## src/rtl/bist_controller.sv

```systemverilog
// bist_controller: sequences one LBIST session.
// The controller seeds and steps the TPG and holds the ORA in reset during INIT.
// It applies N_PATTERNS patterns, then waits RES_LAT cycles so the last ORA result can land.
// ORA results are sampled through a valid pipe that matches the ORA latency.
// Optional feature macro: BIST_FIRST_FAIL_EN. When it is defined, the controller also
// records the index of the first failing pattern (FIRST_FAIL_IDX / FIRST_FAIL_VLD).
module bist_controller #(
  parameter int N_PATTERNS = 16,
  parameter int PAT_BITS   = 8,
  parameter int RES_LAT    = 1
) (
  input  logic                clk,
  input  logic                rst,
  input  logic                START,
  input  logic                RES,
  output logic                TPG_LOAD,
  output logic                TPG_EN,
  output logic                ORA_RST,
  output logic                TEST_MODE,
  output logic                BUSY,
  output logic                DONE,
  output logic                FAIL,
  output logic [PAT_BITS-1:0] FAIL_CNT
`ifdef BIST_FIRST_FAIL_EN
  ,
  output logic [PAT_BITS-1:0] FIRST_FAIL_IDX,
  output logic                FIRST_FAIL_VLD
`endif
);

  typedef enum logic [2:0] {
    S_IDLE,
    S_INIT,
    S_RUN,
    S_DRAIN,
    S_DONE
  } state_t;

  localparam int                DW         = (RES_LAT > 1) ? $clog2(RES_LAT) : 1;
  localparam logic [PAT_BITS-1:0] LAST_IDX = PAT_BITS'(N_PATTERNS - 1);
  localparam logic [DW-1:0]     DRAIN_INIT = DW'(RES_LAT - 1);

  state_t              r_state;
  state_t              w_state_next;
  logic [PAT_BITS-1:0] r_idx;
  logic [DW-1:0]       r_drain;
  logic [RES_LAT-1:0]  r_vpipe;
  logic                r_fail;
  logic [PAT_BITS-1:0] r_fail_cnt;
  logic                w_start_session;
  logic                w_sample_fail;

  // A new session begins on the edge that moves IDLE/DONE into INIT. All per-session
  // results are cleared on that edge, so FAIL/FAIL_CNT already read zero during INIT.
  assign w_start_session = (w_state_next == S_INIT);
  assign w_sample_fail   = r_vpipe[RES_LAT-1] & RES;

  // State register.
  always_ff @(posedge clk) begin
    // NOTE: sequential state always uses non-blocking assignments. The whole block then
    // updates atomically on the edge, and readers in other processes cannot race with it.
    if (rst) r_state <= S_IDLE;
    else     r_state <= w_state_next;
  end

  // Next-state logic and Moore outputs decoded from the current state.
  always_comb begin
    // NOTE: every signal gets a default before the case statement. A path that leaves a
    // signal unassigned would otherwise infer a latch.
    w_state_next = r_state;
    TPG_LOAD     = 1'b0;
    TPG_EN       = 1'b0;
    ORA_RST      = 1'b0;
    TEST_MODE    = 1'b0;
    BUSY         = 1'b0;
    DONE         = 1'b0;
    unique case (r_state)
      S_IDLE: begin
        if (START) w_state_next = S_INIT;
      end
      S_INIT: begin
        TPG_LOAD     = 1'b1;
        ORA_RST      = 1'b1;
        TEST_MODE    = 1'b1;
        BUSY         = 1'b1;
        w_state_next = S_RUN;
      end
      S_RUN: begin
        TPG_EN    = 1'b1;
        TEST_MODE = 1'b1;
        BUSY      = 1'b1;
        if (r_idx == LAST_IDX) w_state_next = S_DRAIN;
      end
      S_DRAIN: begin
        TEST_MODE = 1'b1;
        BUSY      = 1'b1;
        if (r_drain == '0) w_state_next = S_DONE;
      end
      S_DONE: begin
        DONE = 1'b1;
        if (START) w_state_next = S_INIT;
      end
      default: w_state_next = S_IDLE;
    endcase
  end

  // Pattern index, drain countdown, result-valid pipe and fail accounting.
  always_ff @(posedge clk) begin
    if (rst) begin
      r_idx      <= '0;
      r_drain    <= '0;
      r_vpipe    <= '0;
      r_fail     <= 1'b0;
      r_fail_cnt <= '0;
    end else begin
      if (w_start_session)      r_idx <= '0;
      else if (r_state == S_RUN) r_idx <= r_idx + 1'b1;

      if (r_state == S_RUN)                         r_drain <= DRAIN_INIT;
      else if (r_state == S_DRAIN && r_drain != '0) r_drain <= r_drain - 1'b1;

      // Each applied pattern (TPG_EN) becomes a valid ORA sample RES_LAT cycles later.
      if (w_start_session) begin
        r_vpipe <= '0;
      end else begin
        r_vpipe[0] <= TPG_EN;
        for (int i = 1; i < RES_LAT; i++) r_vpipe[i] <= r_vpipe[i-1];
      end

      if (w_start_session) begin
        r_fail     <= 1'b0;
        r_fail_cnt <= '0;
      end else if (w_sample_fail) begin
        r_fail <= 1'b1;
        if (r_fail_cnt != '1) r_fail_cnt <= r_fail_cnt + 1'b1;
      end
    end
  end

  assign FAIL     = r_fail;
  assign FAIL_CNT = r_fail_cnt;

`ifdef BIST_FIRST_FAIL_EN
  logic [PAT_BITS-1:0] r_ipipe [RES_LAT];
  logic [PAT_BITS-1:0] r_ff_idx;
  logic                r_ff_vld;

  // Index pipe runs beside the valid pipe; the first failing sample captures its pattern.
  always_ff @(posedge clk) begin
    if (rst) begin
      // NOTE: this small pipe array is reset explicitly, entry by entry. Large storage
      // arrays would normally be left unreset.
      for (int i = 0; i < RES_LAT; i++) r_ipipe[i] <= '0;
      r_ff_idx <= '0;
      r_ff_vld <= 1'b0;
    end else begin
      if (w_start_session) begin
        for (int i = 0; i < RES_LAT; i++) r_ipipe[i] <= '0;
      end else begin
        r_ipipe[0] <= r_idx;
        for (int i = 1; i < RES_LAT; i++) r_ipipe[i] <= r_ipipe[i-1];
      end

      if (w_start_session) begin
        r_ff_idx <= '0;
        r_ff_vld <= 1'b0;
      end else if (w_sample_fail && !r_ff_vld) begin
        r_ff_idx <= r_ipipe[RES_LAT-1];
        r_ff_vld <= 1'b1;
      end
    end
  end

  assign FIRST_FAIL_IDX = r_ff_idx;
  assign FIRST_FAIL_VLD = r_ff_vld;
`endif

endmodule

```

## config.mk

```make
export PLATFORM = sky130hd
export DESIGN_NAME = bist_controller
export DESIGN_NICKNAME = d
export VERILOG_FILES = /design/src/rtl/bist_controller.sv
export SDC_FILE = /design/constraint.sdc
export NUM_CORES = 1
export LEC_CHECK = 0
export CORE_MARGIN = 2
export CORE_UTILIZATION = 55
export CTS_CLUSTER_SIZE = 10
export DETAILED_ROUTE_END_ITERATION = 16
export PLACE_DENSITY = 0.85
export SLEW_MARGIN = 10
export SYNTH_ARGS = -nofsm -noshare
export SYNTH_HDL_FRONTEND = slang
export SYNTH_SLANG_ARGS = --single-unit
```

## constraint.sdc

```tcl
create_clock -name clk -period 2.8 [get_ports clk]
set_input_delay 0.7 -clock clk [delete_from_list [all_inputs] [get_ports clk]]
set_output_delay 0.7 -clock clk [all_outputs]
set_load 0.02 [all_outputs]
```

==> metrics <==
outcome=complete, no violations; crit share post-route=0.884; most common library cells after synthesis=22 x dfxtp_1, 8 x nand2_1, 8 x nor2_1; die area=2360 sq um; Clock Skew=3.61 ps; drt pass-1 iters=5; worst vdd ir=0.325 mV; mapped cell area=1090 sq um; clock slew at reported path FFs=around 120 ps; overall power=0.561 mW; WP data arrival=1780 ps; hold-fix buffers at CTS=0; Clock Sinks=22; CP max stage cell=clkdlybuf4s50_1; DP Area=between 1000 and 1500 sq um; CTS tree=built; Filler cells=about 180; DRC Markers=0; Yosys top cell by area=dfxtp_1; num rows=16; critical path, cell by cell=nor3b_1 > buf_4 > clkdlybuf4s50_1; Slew Limit Fails=0; cts repair resizes=0; Post-synth EDFFs=0; syn nets=125; # IOs=19; vias per inst=6.10; leakage power=0.427 nW; Setup TNS Final=0 ps; critical path endpoint category=primary output; H-tree depth=1; CP Data Required Time=2100 ps; largest net degree at the start of global routing=15; GRT overflow=0; Hold Vio Cnt, Final=0; Seq cells post-synth=22; MaxCap Viol Count=0; via count=a little under 1000; # Post-CTS Setup Buffers=0; Die Y-Extent=48.6 microns; Syn. warnings=0; sequential element share of the synthesized area=0.402; delay-heaviest family, CP=buffers and inverters; WL final=2.19 mm; area of the multi-input gates=603 sq um; Initial Utilization=0.570; ANT cells=0; Synth Instances=119; core area=1920 sq um; Fmax achieved=0.404 GHz; final std cells w/o fill=~160; number of unique standard cell types used by synthesis=between 40 and 50; initial antenna violation count=0; Routed Antenna Nets=0; Mapped Avg Cell Area=9.20 sq um; area grow syn2layout=19.2%; Buffers on Ports=18; vias in the first global route=860; Post-synth ARST share=0; Yosys top cell area share=0.402; gr usage total=0.199; CTS root buf=clkbuf_4; Worst-Margin Slew=about 530 ps; max_slew headroom=0.643; layout cells sized above 1=0.104; first-pass GRT wire length=3.75 mm; CP max FO=9; Placer Congestion=slightly below 0.9; die width=48.6 microns; DP Cell Count=158; slowest cell delay on critical path=600 ps; DR iter-0 viols=31; Pwr Density=430 nW/um^2; Hold Path Class=register to register; minimum clock period=2480 ps; RSZ-0062 raised after global routing=no; final setup vio count=0; top cells by area, synth=dfxtp_1 40%, mux2i_1 3.7%, a21oi_1 3.2%; Critical Path Start Type=register; class of the most critical setup path=register to primary output; later-pin clock latency in the skew report=310 ps; hpwl dp=1.54 mm; prevailing post-synth register cell=dfxtp_1; CTS buffer count=3; clk buf depth=2; WP buf/inv=2; storage element area=440 sq um; Layout Nets=142; drt wl/cell=13.5 microns; count leader, synth=dfxtp_1; final instance area=about 1300 sq um
-- cells by family after synthesis --
group	synth area share
xor+xnor	0.0160
flops	0.402
compound gates	0.165
fa+ha+maj	0.0229
buf+inv	0.0468
mux	0.0366
simple gates	0.311
-- layout make-up --
cell class                 instances  share of cell area
inverter                           1             0.00288
tap                               27              0.0259
sequential                        22               0.337
multi-input combinational         89               0.462
clock buffer                       4              0.0278
timing repair buffer              19               0.144
-- state kept, by name (all words and copies together), names as in the netlist --
register,cells
r_state,3
FAIL,1
r_drain,1
r_idx,8
r_vpipe,1
FAIL_CNT,8
-- per-layer routing --
| metal | track usage | wire [microns] | vias to the layer above |
|---|---|---|---|
| met5 | 0 | 0 | - |
| met2 | 0.336 | 1060 | 32 |
| met1 | 0.254 | 998 | 465 |
| met4 | 0.0857 | 25 | 0 |
| li1 | - | - | 487 |
| met3 | 0.0278 | 112 | 4 |
-- through the flow --
step / utilization / hold slack [ps] / setup slack, ps
floorplan: - / 447 / 810
global placement: 0.660 / 454 / 400
detailed placement: 0.660 / 472 / 379
CTS: 0.679 / 491 / 301
global route: 0.679 / 535 / 234
finish: 0.679 / 498 / 324
-- cells in the final DEF (no fill, tap or decap), types with 2 or more instances in the layout --
cell and instances:
a31oi_1 2, nor2_1 8, ha_1 2, nor3b_1 2, o21ai_0 3, nand3b_1 2
or4_1 2, or4_4 2, a41oi_1 2, clkbuf_4 3, and3_1 2, and4_1 3
o31ai_1 3, nand2_1 8, dfxtp_1 22, a21oi_1 7, nor3_1 5, a21oi_2 2
nand4_1 3, xnor2_1 2, or3_2 2, and2_1 2, clkdlybuf4s50_1 18, mux2i_1 4
nand3_1 6
-- tightest hold or removal path, cell delays in order (launching register included) --
cell	delay, ps
dfxtp_1	350
o31ai_1	60
a21oi_1	60
-- worst paths after layout --
check	startpoint	end	slack, ps	depth (start not counted)
worst max-delay path	r_state[1]	TPG_EN	320	3
worst max register to register	r_state[2]	r_idx[6]	1090	3
worst min-delay path	r_idx[7]	r_idx[7]	500	2
worst min register to register	r_idx[7]	r_idx[7]	500	2
-- where the power goes --
part | internal, mW | switching, mW | total (mW)
logic | 0.0270 | 0.0321 | 0.0592
clock network | 0.0794 | 0.0982 | 0.178
registers | 0.317 | 0.00680 | 0.324
Note: power is estimated with default switching activity, not from simulation.
